**config.mk**
```make
export PLATFORM = sky130hd
export DESIGN_NAME = mulalu_unit_flat
export DESIGN_NICKNAME = d
export VERILOG_FILES = /design/src/rtl/mulalu_if.sv /design/src/rtl/mulalu_unit.sv /design/src/flat_wrapper.sv
export SDC_FILE = /design/constraint.sdc
export NUM_CORES = 2
export LEC_CHECK = 0
export BUFFER_PORTS_ARGS = -buffer_cell sky130_fd_sc_hd__clkbuf_2
export CAP_MARGIN = 5
export CORE_ASPECT_RATIO = 1.4
export CORE_UTILIZATION = 39
export CTS_CLUSTER_DIAMETER = 100
export DETAILED_ROUTE_END_ITERATION = 6
export PLACE_DENSITY_LB_ADDON = 0.2
export SETUP_SLACK_MARGIN = 0.5
export SLEW_MARGIN = 20
export SYNTH_ARGS = -nofsm -noshare
export SYNTH_HDL_FRONTEND = slang
export SYNTH_SLANG_ARGS = --single-unit
```
**constraint.sdc**
```tcl
create_clock -name clk -period 10.4 [get_ports clk]
set_input_delay 1.56 -clock clk [delete_from_list [all_inputs] [get_ports clk]]
set_output_delay 1.56 -clock clk [all_outputs]
set_load 0.005 [all_outputs]
```
**src/rtl/mulalu_if.sv**
```systemverilog
// rtl/mulalu_if.sv - pipeline-side signal bundle of the multiply/divide unit
interface mulalu_if;
  logic        reg_stall;
  logic        alu_stall;
  logic        sign;
  logic [5:0]  func;
  logic [31:0] source_a;
  logic [31:0] source_b;
  logic [31:0] result;
  logic [31:0] hi;
  logic [31:0] lo;
  logic        hi_write;
  logic        lo_write;
  logic [31:0] hi_write_data;
  logic [31:0] lo_write_data;

  // Pipeline side: presents the EX instruction and writeback MTHI/MTLO traffic.
  modport master (
    output reg_stall, sign, func, source_a, source_b,
    output hi_write, lo_write, hi_write_data, lo_write_data,
    input  alu_stall, result, hi, lo
  );

  // Unit side.
  modport slave (
    input  reg_stall, sign, func, source_a, source_b,
    input  hi_write, lo_write, hi_write_data, lo_write_data,
    output alu_stall, result, hi, lo
  );
endinterface

```
**src/rtl/mulalu_unit.sv**
```systemverilog
// rtl/mulalu_unit.sv - EX-stage multi-cycle MULT/DIV unit owning HI/LO (MULALU_ITER_MUL_EN selects shift-add multiply)
module mulalu_unit (
  input  logic     clk,
  input  logic     rst,
  mulalu_if.slave  bus
);

  localparam logic [5:0] FUNC_MFHI = 6'h10;
  localparam logic [5:0] FUNC_MFLO = 6'h12;
  localparam logic [5:0] FUNC_MULT = 6'h18;
  localparam logic [5:0] FUNC_DIV  = 6'h1A;

  typedef enum logic [1:0] {IDLE, BUSY, DONE} state_t;

  state_t      state;
  logic        op_div;
  logic        neg_q;      // quotient (or product) must be negated at commit
  logic        neg_r;      // remainder must be negated at commit
  logic        div_zero;
  logic [31:0] a_q;        // raw dividend, returned in HI on divide by zero
  logic [31:0] opnd_b;     // divisor magnitude, or multiplicand magnitude in iterative mode
  logic [31:0] rem_q;      // partial remainder / product high half
  logic [31:0] quo_q;      // dividend-quotient shift register / product low half
  logic [4:0]  cnt;
  logic [31:0] hi_q;
  logic [31:0] lo_q;

  logic        is_mul;
  logic        is_div;
  logic        start;
  logic        a_neg;
  logic        b_neg;
  logic [31:0] a_mag;
  logic [31:0] b_mag;

  assign is_mul = (bus.func == FUNC_MULT);
  assign is_div = (bus.func == FUNC_DIV);
  assign start  = (state == IDLE) && (is_mul || is_div) && !rst;

  // The issue cycle stalls combinationally so the pipeline holds the operands.
  assign bus.alu_stall = start || (state == BUSY);
  assign bus.hi        = hi_q;
  assign bus.lo        = lo_q;

  assign a_neg = bus.sign & bus.source_a[31];
  assign b_neg = bus.sign & bus.source_b[31];
  assign a_mag = a_neg ? -bus.source_a : bus.source_a;
  assign b_mag = b_neg ? -bus.source_b : bus.source_b;

`ifndef MULALU_ITER_MUL_EN
  logic signed [32:0] mul_a;
  logic signed [32:0] mul_b;
  logic signed [65:0] mul_full;

  // Extending by the sign bit (or zero) lets one signed multiplier serve MULT and MULTU.
  assign mul_a    = $signed({a_neg, bus.source_a});
  assign mul_b    = $signed({b_neg, bus.source_b});
  assign mul_full = mul_a * mul_b;
`else
  logic [32:0] mul_sum;

  // Shift-add: add the multiplicand when the current multiplier bit is set.
  assign mul_sum = {1'b0, rem_q} + (quo_q[0] ? {1'b0, opnd_b} : 33'd0);
`endif

  logic [32:0] div_sh;
  logic        div_ge;
  logic [31:0] div_sub;

  // The trial difference is below the divisor, so its low 32 bits are exact.
  assign div_sh  = {rem_q, quo_q[31]};
  assign div_ge  = (div_sh >= {1'b0, opnd_b});
  assign div_sub = div_sh[31:0] - opnd_b;

  logic [31:0] step_rem;
  logic [31:0] step_quo;

  // One iteration of the shared shift datapath.
  always_comb begin
    step_rem = rem_q;
    step_quo = quo_q;
    if (op_div) begin
      step_rem = div_ge ? div_sub : div_sh[31:0];
      step_quo = {quo_q[30:0], div_ge};
    end else begin
`ifdef MULALU_ITER_MUL_EN
      step_rem = mul_sum[32:1];
      step_quo = {mul_sum[0], quo_q[31:1]};
`endif
    end
  end

  logic [31:0] commit_hi;
  logic [31:0] commit_lo;
`ifdef MULALU_ITER_MUL_EN
  logic [63:0] prod_mag;
  logic [63:0] prod_fix;

  assign prod_mag = {step_rem, step_quo};
  assign prod_fix = neg_q ? -prod_mag : prod_mag;
`endif

  // Final HI/LO values: sign correction and divide-by-zero override.
  always_comb begin
    commit_hi = rem_q;
    commit_lo = quo_q;
    if (op_div) begin
      if (div_zero) begin
        commit_hi = a_q;
        commit_lo = 32'hFFFF_FFFF;
      end else begin
        commit_hi = neg_r ? -step_rem : step_rem;
        commit_lo = neg_q ? -step_quo : step_quo;
      end
    end else begin
`ifdef MULALU_ITER_MUL_EN
      commit_hi = prod_fix[63:32];
      commit_lo = prod_fix[31:0];
`endif
    end
  end

  // Control FSM, operand latching, iteration and HI/LO ownership.
  always_ff @(posedge clk) begin
    if (rst) begin
      state    <= IDLE;
      op_div   <= 1'b0;
      neg_q    <= 1'b0;
      neg_r    <= 1'b0;
      div_zero <= 1'b0;
      a_q      <= '0;
      opnd_b   <= '0;
      rem_q    <= '0;
      quo_q    <= '0;
      cnt      <= '0;
      hi_q     <= '0;
      lo_q     <= '0;
    end else begin
      // Writeback moves come first so a same-edge commit overrides them.
      if (bus.hi_write) hi_q <= bus.hi_write_data;
      if (bus.lo_write) lo_q <= bus.lo_write_data;
      case (state)
        IDLE: begin
          if (start) begin
            state    <= BUSY;
            op_div   <= is_div;
            a_q      <= bus.source_a;
            div_zero <= is_div && (bus.source_b == 32'd0);
            neg_q    <= a_neg ^ b_neg;
            neg_r    <= a_neg;
            if (is_div) begin
              opnd_b <= b_mag;
              rem_q  <= '0;
              quo_q  <= a_mag;
              cnt    <= 5'd31;
            end else begin
`ifdef MULALU_ITER_MUL_EN
              opnd_b <= a_mag;
              rem_q  <= '0;
              quo_q  <= b_mag;
              cnt    <= 5'd31;
`else
              opnd_b <= b_mag;
              rem_q  <= mul_full[63:32];
              quo_q  <= mul_full[31:0];
              cnt    <= 5'd0;
`endif
            end
          end
        end
        BUSY: begin
          rem_q <= step_rem;
          quo_q <= step_quo;
          cnt   <= cnt - 5'd1;
          if (cnt == 5'd0) begin
            hi_q  <= commit_hi;
            lo_q  <= commit_lo;
            state <= DONE;
          end
        end
        DONE: begin
          // The finished instruction is still presented while the pipeline is stalled.
          if (!bus.reg_stall) state <= IDLE;
        end
        default: state <= IDLE;
      endcase
    end
  end

  // MFHI/MFLO read port with writeback bypass.
  always_comb begin
    bus.result = '0;
    if (!rst) begin
      if (bus.func == FUNC_MFHI) begin
        bus.result = bus.hi_write ? bus.hi_write_data : hi_q;
      end else if (bus.func == FUNC_MFLO) begin
        bus.result = bus.lo_write ? bus.lo_write_data : lo_q;
      end
    end
  end

endmodule

```
**src/flat_wrapper.sv**
```systemverilog
// flat-port wrapper written by rule: the top's interface ports become plain ports
module mulalu_unit_flat 
  (clk, rst, bus_reg_stall, bus_sign, bus_func, bus_source_a, bus_source_b, bus_hi_write, bus_lo_write, bus_hi_write_data, bus_lo_write_data, bus_alu_stall, bus_result, bus_hi, bus_lo);
  mulalu_if bus_i ();
  input  logic clk;
  input  logic rst;
  input wire logic [$bits(bus_i.reg_stall)-1:0] bus_reg_stall;
  input wire logic [$bits(bus_i.sign)-1:0] bus_sign;
  input wire logic [$bits(bus_i.func)-1:0] bus_func;
  input wire logic [$bits(bus_i.source_a)-1:0] bus_source_a;
  input wire logic [$bits(bus_i.source_b)-1:0] bus_source_b;
  input wire logic [$bits(bus_i.hi_write)-1:0] bus_hi_write;
  input wire logic [$bits(bus_i.lo_write)-1:0] bus_lo_write;
  input wire logic [$bits(bus_i.hi_write_data)-1:0] bus_hi_write_data;
  input wire logic [$bits(bus_i.lo_write_data)-1:0] bus_lo_write_data;
  output wire logic [$bits(bus_i.alu_stall)-1:0] bus_alu_stall;
  output wire logic [$bits(bus_i.result)-1:0] bus_result;
  output wire logic [$bits(bus_i.hi)-1:0] bus_hi;
  output wire logic [$bits(bus_i.lo)-1:0] bus_lo;
  assign bus_i.reg_stall = bus_reg_stall;
  assign bus_i.sign = bus_sign;
  assign bus_i.func = bus_func;
  assign bus_i.source_a = bus_source_a;
  assign bus_i.source_b = bus_source_b;
  assign bus_i.hi_write = bus_hi_write;
  assign bus_i.lo_write = bus_lo_write;
  assign bus_i.hi_write_data = bus_hi_write_data;
  assign bus_i.lo_write_data = bus_lo_write_data;
  assign bus_alu_stall = bus_i.alu_stall;
  assign bus_result = bus_i.result;
  assign bus_hi = bus_i.hi;
  assign bus_lo = bus_i.lo;
  mulalu_unit u_core (.clk(clk), .rst(rst), .bus(bus_i));
endmodule
```
After elaboration in Yosys (flattened, before gate mapping) --
Index checks and enable logic that the tools add are counted.
Storage, ports and cells: flip-flop bits (word level) 203, input port bits 140, output and inout port bits 97, word-level logic and storage cells 78
Cells by class: add/sub/neg operators 6, $mul 1, order comparisons 1, eq/ne operators 9, muxes and demuxes 33, bitwise gates (word level) 3, reductions and logical operators 13
Operators with widths (number):
- $mux 32 | 24
- $neg 32->32 | 4
- $pmux 32 s2 | 2
- $mul 33x33->64 | 1
- $ge 33x32->1 | 1
- $logic_not 32->1 | 1
- $sub 32x32->32 | 1
- $eq 6x5->1 const B | 4
- $mux 5 | 2
- $pmux 5 s2 | 1
- $mux 2 | 3
- $pmux 2 s3 | 1
- $logic_not 5->1 | 1
- $sub 5x1->5 const B | 1
- $ne 2x2->1 const B | 2
- $reduce_and 2->1 | 2
- $logic_and 1x1->1 | 3
- $reduce_and 3->1 | 1
- $and 1x1->1 | 2
- $eq 2x1->1 const B | 1
- $eq 2x2->1 const B | 1
- $logic_not 2->1 | 1
- $logic_or 1x1->1 | 2
- $ne 2x1->1 const B | 1
- 3 further kinds | 3

Logic depth before layout (Yosys ltp) --
depth after elaboration 9, mapped depth 34, depth with buffers taken out 30

Worst setup path after synthesis --
No wires, ideal clock.
path kind input -> register, start input bus_source_a[31], end register u_core.rem_q[26], setup time 132 ps, arrival time 9853 ps, required time 10268 ps, setup slack 415 ps, stages 32, buffers on the path 5, path through clkbuf_1 > and2_1 > clkbuf_1 > clkbuf_1 > buf_1 > nand2_1 > inv_1 > fa_1 > inv_1 > fa_1 > inv_1 > fa_1 > fa_1 > fa_1 > fa_1 > fa_1 > inv_1 > fa_1 > inv_1 > ha_1 > clkbuf_1 > nand4_1 > nor2_1 > o211a_1 > or4_1 > nand2_1 > o41ai_1 > a311o_1 > a41oi_1 > and3_1 > o31ai_1 > a21oi_1
On the way: cells in the longest elaborated chain, start to end 5
Ends and longest elaborated chain:
- from (decl) | line flat_wrapper.sv:10 | input wire logic [$bits(bus_i.source_a)-1:0] bus_source_a;
- $and 1x1->1 | line mulalu_unit.sv:45 | assign a_neg = bus.sign & bus.source_a[31];
- $mul 33x33->64 (*) | line mulalu_unit.sv:58 | assign mul_full = mul_a * mul_b;
- $mux 32 (*) | line mulalu_unit.sv:151 | if (is_div) begin
- $mux 32 (*) | line mulalu_unit.sv:144 | if (start) begin
- $pmux 32 s2 (*) | line mulalu_unit.sv:142 | case (state)
- to (signal assigned) | line mulalu_unit.sv:164 | rem_q <= mul_full[63:32];
- to (signal assigned) | line mulalu_unit.sv:172 | rem_q <= step_rem;
- to (decl) | line mulalu_unit.sv:22 | logic [31:0] rem_q;
Every way passes the cells marked *; elsewhere a longest branch is shown, timed or not. The select of a mux whose other input is x is not followed. A chain may end at the register's enable or synchronous reset.

Worst setup path in the final report --
start input bus_source_a[20], end register u_core.rem_q[26]
On the way: cells in the longest elaborated chain, start to end 4
Ends and longest elaborated chain (line):
- $mul 33x33->64 | mulalu_unit.sv:58
- $mux 32 | mulalu_unit.sv:151
- $mux 32 | mulalu_unit.sv:144
- $pmux 32 s2 | mulalu_unit.sv:142
No other way between the ends. The select of a mux whose other input is x is not followed.

==> flow_metrics.tcl <==
set metrics [dict create \
    cts_root_buf "clkbuf_16" \
    yosys_warnings 0 \
    skew_ps 18.1 \
    met3_usage_pct 4.14 \
    setup_ws_ps 818 \
    syn2layout_area_growth_pct 8.26 \
    avgSynthCellArea_um2 8.58 \
    clock.fmax_mhz 104 \
    ys_seq_area_share_pct 7.68 \
    grt.busiest_layer "met2" \
    drc 0 \
    multi_input_area_um2 42900 \
    outcome "finished clean" \
    dp_hpwl_um 163000 \
    rsz0062_at_grt "false" \
    dieHeight_um 438 \
    synth_edf_count 0 \
    firstDrtPassIters 6 \
    tns_ps 0 \
    final_nets 7720 \
    clockBufferDepth 3 \
    crit_required_ps 10800 \
    start_kind "input port" \
    drv_cap 0 \
    port_buffers 236 \
    die_area_um2 137000 \
    end_kind "register" \
    cp_max_fo 15 \
    synth_area_um2 52900 \
    routed_wirelength_um 201000 \
    cts-htree-levels 1 \
    cts_buffers 20 \
    hold_viol 0 \
    met2_usage_pct 51.9 \
    dp_cells 7950 \
    wire_per_inst_um 25.2 \
    routabilityCongestion 0.985 \
    fill_cells 13500 \
    clk_pin_slew_ps 60 \
    clock_latency_ps 560 \
    start_util_pct 39.4 \
    ys_types 89 \
    synth_top_cell_by_area "fa_1" \
    tightest_slew_ps 1110 \
    period_minus_slack_ps 9580 \
    grt_usage_pct 29.8 \
    grt_pass1_vias 46900 \
    finalSetupViolCount 0 \
    use_met1_pct 34.4 \
    stdcell_count 7993 \
    syn-instance-count 6166 \
    fp.dieW_um 313 \
    cts_tree "done" \
    drive_gt1_share_pct 8.81 \
    ctsHoldBuffers 0 \
    arrival_ps 9980 \
    dr.first_iter.drc_count 3375 \
    hp-class "reg2reg" \
    register_area_um2 4070 \
    criticalPathCategory "in2reg" \
    relSlewSlack_pct 24.8 \
    syn-num-nets 7681 \
    grt_start_max_net_pins 96 \
    reg2reg_slack_ps 4250 \
    synthFlopType "dfxtp_1" \
    core_um2 134000 \
    synth_top_cell_area_share_pct 42.6 \
    slew_violations 0 \
    routed_via_density 5.50 \
    reg2reg_depth 20 \
    synth-async-reset-ratio_pct 0 \
    cts.sinks 203 \
    antenna_found_initial 16 \
    row_count 159 \
    io-pin-count 237 \
    synthTopCellsByArea "fa_1 (43%), inv_1 (8.3%), dfxtp_1 (7.7%)" \
    finalCritPeriodShare_pct 92.1 \
    synth-seq-cells 203 \
    dpl_worst_slack_ps 176 \
    holdPathStages 2 \
    vias 44000 \
    grt_pass1_wl_um 304000 \
    ant_nets 0 \
    grt_overflow 0 \
]
[final cells by class]
| cell class | count | area share (%) |
|---|---|---|
| timing repair buffer | 435 | 5.04 |
| clock inverter | 13 | 0.402 |
| multi-input combinational | 4374 | 74.9 |
| clock buffer | 23 | 0.948 |
| inverter | 1171 | 7.69 |
| tap | 1771 | 3.87 |
| antenna | 3 | 0.0131 |
| sequential | 203 | 7.10 |
[registers in the layout, summed over array words and instances, names as in the netlist]
signal and count:
u_core.a_q 32, u_core.bus.hi 32, u_core.bus.lo 32, u_core.opnd_b 32
u_core.quo_q 32, u_core.rem_q 32, u_core.cnt 5, u_core.state 2
u_core.div_zero 1, u_core.neg_q 1, u_core.neg_r 1, u_core.op_div 1
[routing by layer]
| layer | vias up | wire length, um |
|---|---|---|
| met5 | - | 116 |
| met4 | 16 | 14900 |
| met3 | 525 | 11600 |
| met2 | 1605 | 99500 |
| met1 | 22700 | 75100 |
| li1 | 19100 | - |
[through the flow]
stage / cell area (um^2) / hold WS [ps] / utilization [%]
floorplan: 52900 / 432 / -
global placement: 56400 / 445 / 42.0
detailed placement: 56400 / 460 / 42.0
CTS: 57100 / 468 / 42.6
global route: 57300 / 496 / 42.6
finish: 57300 / 470 / 42.6
[cell families (layout without fill, tap and decap cells)]
group           after synthesis  in the layout  synth area share, %
flops                       203            203                 7.68
buf+inv                    1589           1642                 11.3
mux                          98             98                 1.92
fa+ha+maj                  1375           1375                 48.5
compound gates              789            789                 10.3
xor+xnor                    184            184                 3.05
simple gates               1928           1928                 17.2
other cells                   0              3                    0
[final timing paths]
path,startpoint,to
worst min register to register,u_core.opnd_b[31]$_SDFFE_PP0P_,u_core.opnd_b[31]$_SDFFE_PP0P_
worst max register to register,u_core.rem_q[29]$_SDFFE_PP0P_,u_core.bus.lo[24]$_SDFF_PP0_
worst min-delay path,u_core.opnd_b[31]$_SDFFE_PP0P_,u_core.opnd_b[31]$_SDFFE_PP0P_
worst max-delay path,bus_source_a[20],u_core.rem_q[26]$_SDFFE_PP0P_
[critical path: stages]
cell	delay (ps)
clkbuf_2	510
buf_4	380
nand2_1	120
fa_1	490
fa_1	540
inv_1	70
fa_1	560
fa_1	450
fa_1	690
fa_1	480
fa_1	490
inv_1	50
fa_1	470
inv_1	40
ha_1	340
nand2_1	70
o21ai_0	230
o221ai_1	160
a21oi_1	240
nand4b_1	150
nand2_1	210
o41ai_2	490
a311o_1	310
a41oi_1	250
and3_1	240
o31ai_1	240
a21oi_1	100
[cell usage in the layout (no fill, tap or decap), types with 118 or more instances in the layout]
master    instances
a21oi_1         152
inv_1          1168
ha_1            249
nor2_1          260
o21ai_0         138
and2_1          371
clkbuf_2        224
xnor2_1         118
buf_4           182
fa_1           1126
nand2_1         936
dfxtp_1         202
[cells in the mapped netlist (15+ instances only)]
cell / count
a2111oi_0: 25
a211oi_1: 74
a21o_1: 53
a21oi_1: 152
a221oi_1: 32
a22oi_1: 17
a31oi_1: 34
and2_1: 371
and3_1: 34
buf_1: 64
clkbuf_1: 343
dfxtp_1: 203
fa_1: 1126
ha_1: 249
inv_1: 1171
mux2_2: 24
mux2i_1: 73
nand2_1: 936
nand2b_1: 27
nand3_1: 43
nand3b_1: 39
nand4_1: 15
nor2_1: 263
nor2b_1: 24
nor3_1: 62
nor4_1: 17
o211ai_1: 17
o21a_1: 28
o21ai_0: 138
o21bai_1: 15
o22ai_1: 17
o31ai_1: 52
or3_1: 34
or4_1: 15
xnor2_1: 118
xor2_1: 66
[what timing repair did]
| item | CTS | global route |
|---|---|---|
| setup buffers | 0 | 3 |
| gates resized for setup | 0 | 17 |
| endpoints found under the setup margin | 0 | 6 |
Power is left out: the tool's default activity adds up to more than one toggle a clock period on the data nets, which glitch-free logic cannot reach.
